<file path="config.mk">
export PLATFORM = sky130hd
export DESIGN_NAME = mux_scan_n_1
export DESIGN_NICKNAME = d
export VERILOG_FILES = /design/src/rtl/mux_scan_n_1.sv
export SDC_FILE = /design/constraint.sdc
export NUM_CORES = 1
export LEC_CHECK = 0
export CAP_MARGIN = 5
export CORE_AREA = 2 2 39 41
export DETAILED_ROUTE_END_ITERATION = 10
export DIE_AREA = 0 0 41 43
export MAX_ROUTING_LAYER = met4
export PLACE_DENSITY = 0.72
export SLEW_MARGIN = 20
export SYNTH_ARGS = -nofsm -noshare
export SYNTH_HDL_FRONTEND = slang
export SYNTH_SLANG_ARGS = --single-unit
</file>
<file path="constraint.sdc">
create_clock -name clk -period 2.4 [get_ports clk]
set_input_delay 0.6 -clock clk [delete_from_list [all_inputs] [get_ports clk]]
set_output_delay 0.6 -clock clk [all_outputs]
set_load 0.05 [all_outputs]
</file>
<file path="src/rtl/mux_scan_n_1.sv">
// -----------------------------------------------------------------------------
// mux_scan_n_1
//
// Registered N:1 multiplexer. Picks one WIDTH-bit channel out of CHANNELS
// flattened channels, either from an external select (DIRECT), from an
// internal scanner that dwells DWELL enabled cycles per channel (SCAN), or
// keeps its output frozen (HOLD / reserved mode).
//
// Ports:
//   clk      rising-edge clock
//   rst      asynchronous active-low reset
//   en       clock enable, 0 freezes all state (wrap reads 0)
//   mode     00 DIRECT, 01 SCAN, 10 HOLD, 11 reserved (behaves as HOLD)
//   sel      channel select used in DIRECT mode
//   din      channel k at din[k*WIDTH +: WIDTH]
//   y        registered data of the channel in cur_sel
//   cur_sel  channel index that y currently reflects
//   valid    y comes from an in-range channel
//   wrap     one-cycle pulse when the scanner returns to channel 0
//
// All outputs are registered; y and cur_sel are always loaded together from
// the same next_sel, so they stay coherent.
// -----------------------------------------------------------------------------
module mux_scan_n_1 #(
    parameter int CHANNELS = 8,
    parameter int WIDTH    = 1,
    parameter int SEL_W    = 3,
    parameter int DWELL    = 4
) (
    input  logic                      clk,
    input  logic                      rst,
    input  logic                      en,
    input  logic [1:0]                mode,
    input  logic [SEL_W-1:0]          sel,
    input  logic [CHANNELS*WIDTH-1:0] din,
    output logic [WIDTH-1:0]          y,
    output logic [SEL_W-1:0]          cur_sel,
    output logic                      valid,
    output logic                      wrap
);

    localparam int               SLOTS    = 1 << SEL_W;
    localparam int               CNT_W    = (DWELL > 1) ? $clog2(DWELL) : 1;
    localparam logic [CNT_W-1:0] CNT_LAST = CNT_W'(DWELL - 1);
    localparam logic [SEL_W-1:0] SEL_LAST = SEL_W'(CHANNELS - 1);
    localparam logic [1:0]       MODE_DIRECT = 2'b00;
    localparam logic [1:0]       MODE_SCAN   = 2'b01;

    // Channel table padded to the full select range: unused slots read as
    // zero and are flagged out of range, so any select value is safe to use.
    logic [WIDTH-1:0] slot_data [SLOTS];
    logic             slot_ok   [SLOTS];

    generate
        for (genvar gi = 0; gi < SLOTS; gi++) begin : g_slot
            if (gi < CHANNELS) begin : g_live
                assign slot_data[gi] = din[gi*WIDTH +: WIDTH];
                assign slot_ok[gi]   = 1'b1;
            end else begin : g_pad
                assign slot_data[gi] = '0;
                assign slot_ok[gi]   = 1'b0;
            end
        end
    endgenerate

    logic [SEL_W-1:0] cur_sel_reg, sel_next;
    logic [CNT_W-1:0] cnt_reg, cnt_next;
    logic [WIDTH-1:0] y_reg;
    logic             valid_reg;
    logic             wrap_reg, wrap_next;
    logic             update;

    always_comb begin
        sel_next  = cur_sel_reg;
        cnt_next  = cnt_reg;
        wrap_next = 1'b0;
        update    = 1'b0;
        if (en) begin
            case (mode)
                MODE_DIRECT: begin
                    update   = 1'b1;
                    sel_next = sel;
                    cnt_next = '0;
                end
                MODE_SCAN: begin
                    update = 1'b1;
                    if (cnt_reg == CNT_LAST) begin
                        cnt_next = '0;
                        // Last channel, or an out-of-range index left over
                        // from DIRECT, both restart the scan at channel 0.
                        if (cur_sel_reg >= SEL_LAST) begin
                            sel_next  = '0;
                            wrap_next = 1'b1;
                        end else begin
                            sel_next = cur_sel_reg + SEL_W'(1);
                        end
                    end else begin
                        cnt_next = cnt_reg + CNT_W'(1);
                    end
                end
                default: ;  // HOLD and reserved: everything stays put
            endcase
        end
    end

    always_ff @(posedge clk or negedge rst) begin
        if (!rst) begin
            cur_sel_reg <= '0;
            cnt_reg     <= '0;
            y_reg       <= '0;
            valid_reg   <= 1'b0;
            wrap_reg    <= 1'b0;
        end else begin
            wrap_reg <= wrap_next;
            if (update) begin
                cur_sel_reg <= sel_next;
                cnt_reg     <= cnt_next;
                // Refreshed every active cycle so din changes on the current
                // channel show up one cycle later. valid follows the channel
                // range, so a scan still dwelling on an out-of-range index
                // keeps reporting y as not valid.
                y_reg       <= slot_data[sel_next];
                valid_reg   <= slot_ok[sel_next];
            end
        end
    end

    assign y       = y_reg;
    assign cur_sel = cur_sel_reg;
    assign valid   = valid_reg;
    assign wrap    = wrap_reg;

endmodule
</file>
After elaboration in Yosys (flattened, before gate mapping)
Memories as Yosys holds them, arrays and structs flattened. A register that Yosys moved wholly into a read port is not among the register bits.
Index checks and enable logic that the tools add are counted.
{"block": "classes", "n_addsub": 2, "n_lt_le_gt_ge": 2, "n_eq_ne": 2, "n_mux": 15, "n_bitwise": 1, "reduce_logical": 5}
{"operator": "$mux 3", "n": 3}
{"operator": "$mux 1", "n": 8}
{"operator": "$pmux 3 s2", "n": 1}
{"operator": "$ge 4x4->1 const B", "n": 1}
{"operator": "$not 3->4", "n": 1}
{"operator": "$pmux 2 s2", "n": 1}
{"operator": "$add 3x1->3 const B", "n": 1}
{"operator": "$bmux 1 s3", "n": 1}
{"operator": "$ge 3x3->1 const B", "n": 1}
{"operator": "$reduce_and 3->1", "n": 1}
{"operator": "$add 2x1->2 const B", "n": 1}
{"operator": "$eq 2x1->1 const B", "n": 1}
{"operator": "$eq 2x2->1 const B", "n": 1}
{"operator": "$logic_not 2->1", "n": 1}
{"operator": "$mux 2", "n": 1}
{"operator": "$reduce_bool 2->1", "n": 1}
{"operator": "$reduce_or 2->1", "n": 1}
{"operator": "$logic_not 1->1", "n": 1}
{"block": "word_totals", "reg_bits": 7, "romBits": 8, "input_bits": 16, "output_inout_bits": 6, "elab_cells": 32, "mem_count": 1}
{"memory": "(name not given)", "depth": 8, "word_bits": 1, "rd": 1, "rd_clocked_by_memory_dff": 1, "wr": 0, "line_no": "123", "source": "valid_reg <= slot_ok[sel_next];"}

Depth between registers and ports, before layout
Gate-level depths: netlist of run 1.
{"block": "depth", "word_depth": 9, "mapped_depth": 8, "ltp_nobuf": 8}

Worst setup path after synthesis of run 1
Ideal clock, no wire load.
{"block": "synth_path", "kind": "register to register", "from": "register cur_sel_reg[0], in the netlist cur_sel[0]", "to": "register y_reg, in the netlist y", "setup_time_ns": 0.126, "arrival_time_ns": 2.290, "required_time_ns": 2.274, "path_slack_ns": -0.016, "stages_incl_launch_ff": 8, "n_path_buf": 0, "synth_period_minus_slack_ns": 2.416, "path_cell_list": "dfrtp_1 ha_1 ha_1 o41ai_1 a221o_1 mux4_1 nand3_1 nand3_1"}
{"block": "synth_between", "elab_chain_len": 9, "word_cells_on_any_way": 10, "cone_classes": "add/sub (1); order compare (1); mux (7); bitwise (1)"}
{"element": "start, declared", "line_no": "66", "source": "logic [SEL_W-1:0] cur_sel_reg, sel_next;"}
{"element": "start signal, assigned", "line_no": "116", "source": "cur_sel_reg <= sel_next;"}
{"element": "$add 3x1->3 or $ge 3x3->1 (tied branches)", "line_no": "95, 91"}
{"element": "$mux 3", "line_no": "91", "source": "if (cur_sel_reg >= SEL_LAST) begin"}
{"element": "$mux 3", "line_no": "87", "source": "if (cnt_reg == CNT_LAST) begin"}
{"element": "$pmux 3 s2", "line_no": "79", "source": "case (mode)"}
{"element": "$mux 3 (*)", "line_no": "78", "source": "if (en) begin"}
{"element": "$not 3->4 (implied by the code) (*)", "line_no": "122", "source": "y_reg <= slot_data[sel_next];"}
{"element": "$bmux 1 s3 (*)", "line_no": "122"}
{"element": "$mux 1 (implied by the code) (*) (2 in series)", "line_no": "122"}
{"element": "end signal, assigned", "line_no": "122"}
{"element": "end, declared", "line_no": "68", "source": "logic [WIDTH-1:0] y_reg;"}
Mark *: on every way between the ends. The rest lies on a longest branch, timed or not. The select of a mux whose other input is x is not followed.
A chain may end at the register's enable or synchronous reset.

Worst setup path after layout of run 1
{"block": "layout_path", "from": "input port mode[1]", "to": "register y_reg, in the netlist y"}
{"block": "layout_between", "elab_chain_len": 7, "word_cells_on_any_way": 11, "cone_classes": "eq/ne (1); mux (7); bitwise (1); reduce/logical (2)"}
{"element": "start, declared", "line_no": "33", "source": "input logic [1:0] mode,"}
{"element": "$eq 2x1->1 or $logic_not 2->1 (tied branches)", "line_no": "79"}
{"element": "$pmux 3 s2", "line_no": "79"}
{"element": "$mux 3", "line_no": "78"}
{"element": "$not 3->4 (implied by the code)", "line_no": "122"}
{"element": "$bmux 1 s3", "line_no": "122"}
{"element": "$mux 1 (implied by the code) (2 in series)", "line_no": "122"}
Parallel ways exist; a longest one is shown, timed or not. The select of a mux whose other input is x is not followed.

==> flow_summary_export.csv, run 1 <==
group,metric,value,unit
status,outcome,"finished clean",
yosys,synthesis.yosys.warnings,0,
sta,slew_headroom,0.670,
worst_setup_path,crit_end,"y",
cells_and_area,diodes,0,
worst_setup_path,cp-end-kind,"register",
drt,drt-pass1-iter-count,3,
placement,pre_cts_slack,-0.321,ns
yosys,synth_most_common_cell,"nand2_1",
clocking,clk_latency,0.26,ns
cells_and_area,multiInputGateArea,284,sq um
sta,period_share,0.972,
floorplanning,coreArea,1380,sq um
clocking,htreeDepth,1,
drt,via_count,476,
cells_and_area,syn2layout_area_growth,63.7,%
clocking,clockBufferDepth,2,
sta,layout_setup_ws,0.0675,ns
floorplanning,dieArea,1760,sq um
clocking,cts_tree,"built",
worst_setup_path,critical_path_class,"input pin to register",
power,p_per_area,617,nW/um^2
yosys,syn_inst,47,
clocking,clk_pin_slew,0.05,ns
placement,placed_cells,89,
worst_setup_path,reg2reg_to,"y",
worst_setup_path,worst_setup_path_start_kind,"input pin",
floorplanning,die_width,41,um
grt,antenna_found_initial,0,
yosys,async_flop_share,1.00,
drt,drt-total-wl,1.28,mm
clocking,cts_sinks,8,
sta,fin_skew,0.0110,ns
yosys,synth_top_cell_by_area,"dfrtp_1",
grt,track_usage,0.179,
yosys,synth_flop_cell,"dfrtp_1",
sta,setup_viol,0,
cells_and_area,seq_area,201,sq um
sta,finalCriticalPeriod,2.33,ns
sta,hold_violations,0,
worst_setup_path,crit_arrival,2.46,ns
cells_and_area,drive_gt1_frac,0.195,
yosys,synth_cell_types,23,
grt,grt_max_degree,9,
cells_and_area,fillerInstances,120,
power,peakVddDrop,0.249,mV
drt,ant_nets,0,
clocking,cts_hold_buffers,0,
run,max-cap-violations,0,
yosys,seq_area_frac_synth,0.409,
floorplanning,io_pins,22,
drt,drt_iter0_markers,9,
placement,port-buffer-count,21,
grt,grt_pass1_vias,428,
power,leakage,0.351,nW
drt,drc,0,
drt,via_per_inst,5.12,
worst_setup_path,r2r_start,"cur_sel[0]",
sta,rsz0062_at_grt,"false",
yosys,synth_top_cell_area_share,0.409,
yosys,ys_top_cells_by_count,"nand2_1 (10), dfrtp_1 (8), nand3_1 (4), ha_1 (3)",
sta,fmax,0.429,GHz
drt,wl_per_cell,13.8,um
cells_and_area,final_cells,93,
yosys,syn-num-nets,66,
worst_setup_path,cp_max_fo,3,
floorplanning,die_h,43,um
yosys,synthTopCellsByArea,"dfrtp_1 (41%), ha_1 (7.7%), nand2_1 (7.7%)",
cells_and_area,nets,97,
worst_setup_path,cp.required,2.53,ns
placement,gp_congestion,0.733,
sta,drv_slew,0,
yosys,synth-edff-count,0,
worst_setup_path,r2r_setup_slack,0.16,ns
sta,fin_setup_tns,0,ns
floorplanning,start_util,0.354,
cells_and_area,largest_register_ffs,3,
worst_hold_path,hold_path.class,"register to register",
grt,grt_pass1_wl,1.97,mm
worst_setup_path,r2r_cells,7,
worst_setup_path,worstSetupStartpoint,"mode[1]",
sta,worst_slew_pin_slew,0.493,ns
yosys,syn_area,489,sq um
grt,grt-ovfl-total,0,
clocking,cts_root_buffer,"clkbuf_4",
placement,dp_hpwl,998,um
clocking,cts_made_buffers,3,
yosys,ys_ff_latch,8,
yosys,syn_area_per_cell,10.4,sq um
floorplanning,placementRows,14,
-- worst max-delay path, cell delays in order --
cell and delay (ns):
clkdlybuf4s50_1 0.44, nand2b_4 0.17, o41ai_4 0.33, a221o_1 0.24
mux4_2 0.52, nand3_1 0.09, nand3_1 0.07
-- placed cells by master, fill, tap and decap left out --
cell type,instances
clkdlybuf4s50_1,20
nand2_1,10
dfrtp_1,7
buf_4,7
nand3_1,4
ha_1,3
clkbuf_4,3
nand2b_1,2
nor2_1,2
nand3b_1,2
mux4_2,2
a31oi_1,1
and2b_1,1
nor3b_1,1
nand2b_4,1
a311o_1,1
o21ai_0,1
a22oi_1,1
inv_1,1
o22ai_1,1
o41ai_4,1
a221o_1,1
o31ai_1,1
clkbuf_1,1
dfrtp_2,1
dlymetal6s2s_1,1
-- layout make-up --
| type | count | area share |
|---|---|---|
| Clock buffer | 4 | 0.0328 |
| Sequential cell | 8 | 0.252 |
| Tap cell | 16 | 0.0250 |
| Timing Repair Buffer | 28 | 0.331 |
| Multi-Input combinational cell | 36 | 0.355 |
| Inverter | 1 | 0.00469 |
-- worst min-delay path by stage --
stage | endpoint | cells past startpoint | slack [ns] | from
2_1_floorplan | cnt_reg[0] | 0 | 0.30 | rst
3_3_place_gp | valid | 1 | 0.45 | valid
3_5_place_dp | cnt_reg[1] | 2 | 0.46 | cnt_reg[1]
4_1_cts | cnt_reg[1] | 2 | 0.48 | cnt_reg[1]
5_1_grt | cnt_reg[1] | 2 | 0.50 | cnt_reg[1]
6_report | cnt_reg[1] | 2 | 0.47 | cnt_reg[1]
-- routing by layer --
layer / routed length (um) / share of wire / vias up / GRT usage
met3: 67 / 0.052 / 2 / 0.0471
met2: 690 / 0.54 / 17 / 0.278
met4: 12 / 0.0094 / 0 / 0.0800
li1: - / - / 236 / -
met5: 0 / 0 / - / -
met1: 509 / 0.40 / 221 / 0.208
-- report_power, final --
group / switching (mW) / internal (mW)
Sequential: 0.0137 / 0.155
Combinational: 0.112 / 0.0996
Clock: 0.0496 / 0.0638
Total: 0.176 / 0.318
-- cell families after synthesis --
group                    count (synthesis)  share of synthesized area
multiplexers                             2                     0.0998
buffers and inverters                    3                     0.0409
adder cells (fa/ha/maj)                  3                     0.0767
AND/OR/NAND/NOR                         23                      0.248
AO/OA/AOI/OAI                            8                      0.125
flip-flops                               8                      0.409
-- metrics by stage --
step / hold slack, ns / instance area [sq um] / util / power, mW
5_1_grt: 0.497 / 801 / 0.579 / 0.529
6_report: 0.473 / 801 / 0.579 / 0.494
3_3_place_gp: 0.449 / 757 / 0.547 / 0.367
2_1_floorplan: 0.304 / 490 / - / 0.288
4_1_cts: 0.476 / 791 / 0.571 / 0.491
3_5_place_dp: 0.464 / 757 / 0.547 / 0.372
-- what timing repair did --
item                       4_1_cts  5_1_grt
gates cloned                     0        0
setup endpoints to repair        1        1
buffers inserted                 0        0
gates resized for setup          1        3
Power figures use the tool's default switching activity.
==> run 2, diff against run 1 <==
--- a/config.mk
+++ b/config.mk
@@ -10,7 +10,7 @@
 export DETAILED_ROUTE_END_ITERATION = 10
 export DIE_AREA = 0 0 41 43
 export MAX_ROUTING_LAYER = met4
-export PLACE_DENSITY = 0.72
+export PLACE_DENSITY = 0.84
 export SLEW_MARGIN = 20
 export SYNTH_ARGS = -nofsm -noshare
 export SYNTH_HDL_FRONTEND = slang
==> run 2 against run 1 <==
  * Final area down 1.1%
  * Clock skew down 0.0076 ns
  * Fmax up 1.4%
  * Via count down 3.4%
  * Hold slack worse by 0.0055 ns
  * First-iteration DRC count down 33%
  * Flip-flop and latch count unchanged
  * Largest cell class unchanged
  * Die area unchanged
  * Register-to-register slack about the same
  * Total power up 0.24%
  * Wire length down 9.5%
==> flow_summary_export.csv, run 2 (synthesis results as in run 1) <==
group,metric,value,unit
status,outcome,"finished clean",
drt,ant_nets,0,
sta,rsz0062_at_grt,"false",
cells_and_area,drive_gt1_frac,0.187,
drt,drt-pass1-iter-count,2,
placement,dp_hpwl,885,um
cells_and_area,final_common_cell,"clkdlybuf4s50_1",
sta,fin_setup_tns,0,ns
sta,layout_setup_ws,0.100,ns
drt,via_count,460,
clocking,clk_pin_slew,0.06,ns
worst_setup_path,cp-end-kind,"register",
grt,grt_pass1_vias,444,
cells_and_area,diodes,0,
floorplanning,io_pins,22,
clocking,clockBufferDepth,2,
sta,hold_ws,0.468,ns
cells_and_area,nets,95,
sta,drv_slew,0,
floorplanning,coreArea,1380,sq um
sta,finalCriticalPeriod,2.30,ns
worst_setup_path,critPathMaxStageDelay,0.50,ns
worst_setup_path,critical_path_class,"input pin to register",
power,leakage,0.343,nW
grt,grt-ovfl-total,0,
grt,grt_pass1_wl,1.79,mm
cells_and_area,final_cells,91,
floorplanning,die_h,43,um
worst_setup_path,cp_slowest_cell,"clkdlybuf4s50_1",
drt,drt_iter0_markers,6,
worst_setup_path,cp_cell_sequence,"clkdlybuf4s50_1 -> nand2b_4 -> buf_6 -> nor2_2 -> a221o_1 -> mux4_2 -> nand3b_1 -> nand3_1",
cells_and_area,syn2layout_area_growth,61.9,%
sta,worst_slew_pin_slew,0.503,ns
grt,antenna_found_initial,0,
clocking,cts_root_buffer,"clkbuf_4",
drt,drt-total-wl,1.16,mm
run,max-cap-violations,0,
worst_setup_path,crit_arrival,2.44,ns
floorplanning,placementRows,14,
worst_setup_path,cp_max_fo,10,
worst_hold_path,hold_path.class,"register to register",
power,p_per_area,625,nW/um^2
drt,via_per_inst,5.05,
placement,port-buffer-count,21,
worst_setup_path,r2r_setup_slack,0.15,ns
drt,wl_per_cell,12.7,um
sta,setup_viol,0,
cells_and_area,layout_common_cells,"clkdlybuf4s50_1 (20), nand2_1 (10), dfrtp_1 (7)",
cells_and_area,stdcell_area,792,sq um
clocking,htreeDepth,1,
sta,period_share,0.958,
drt,drc,0,
floorplanning,die_width,41,um
clocking,cts_tree,"built",
power,peakVddDrop,0.377,mV
worst_setup_path,cp.required,2.54,ns
placement,placed_cells,84,
clocking,cts_hold_buffers,0,
sta,slew_headroom,0.664,
placement,pre_cts_slack,-0.293,ns
cells_and_area,fillerInstances,124,
clocking,clk_latency,0.25,ns
worst_setup_path,worst_setup_path_start_kind,"input pin",
sta,fmax,0.435,GHz
floorplanning,start_util,0.354,
placement,gp_congestion,0.791,
clocking,cts_sinks,8,
cells_and_area,largest_register_ffs,3,
grt,track_usage,0.163,
sta,hold_violations,0,
sta,fin_skew,0.00347,ns
grt,grt_max_degree,11,
clocking,cts_made_buffers,3,
floorplanning,dieArea,1760,sq um
placement,dpl_cell_area,719,sq um
run 2: power by group:
group / internal [mW] / total [mW] / switching, mW
sequential: 0.155 / 0.174 / 0.0190
combinational: 0.102 / 0.209 / 0.107
clock: 0.0638 / 0.112 / 0.0483
total: 0.320 / 0.495 / 0.174
run 2: path summary, 6_finish.rpt:
kind / from / endpoint / depth (start not counted)
max: mode[1] / y / 8
min: cnt_reg[1] / cnt_reg[1] / 2
max reg2reg: cur_sel[0] / y / 7
min reg2reg: cnt_reg[1] / cnt_reg[1] / 2
max in group asynchronous: rst / cur_sel[0] / 1
min in group asynchronous: rst / y / 1
run 2: routing by layer:
layer	track usage	part of all wire	routed length, um	vias to the layer above
met1	0.191	0.42	490	214
met4	0.0800	0	0	0
li1	-	-	-	228
met2	0.234	0.50	584	18
met3	0.0628	0.071	82	0
met5	-	0	0	-
run 2: per-stage QoR:
stage          utilization  power [mW]
6_report             0.572       0.495
4_1_cts              0.544       0.479
3_3_place_gp         0.520       0.354
5_1_grt              0.572       0.526
3_5_place_dp         0.520       0.360
2_1_floorplan            -       0.288
run 2: repair_timing:
item,4_1_cts,5_1_grt
setup endpoints to repair,1,1
pin swaps,0,1
buffers inserted,0,3
endpoints found under the hold margin,0,0
resized for setup,1,5
run 2: worst max-delay path, delay by kind of cell:
| kind | cells | cell delay, ns |
|---|---|---|
| AND/OR/NAND/NOR | 4 | 0.37 |
| buffers and inverters | 2 | 0.64 |
| multiplexers | 1 | 0.45 |
| AO/OA/AOI/OAI | 1 | 0.39 |
run 2: cell type report:
type                            count  area, sq um  area share
Clock buffer                        4         26.3      0.0332
Inverter                            1         3.75     0.00474
Multi-Input combinational cell     36          287       0.362
Sequential cell                     8          201       0.254
Tap cell                           16         20.0      0.0253
Timing Repair Buffer               26          254       0.321
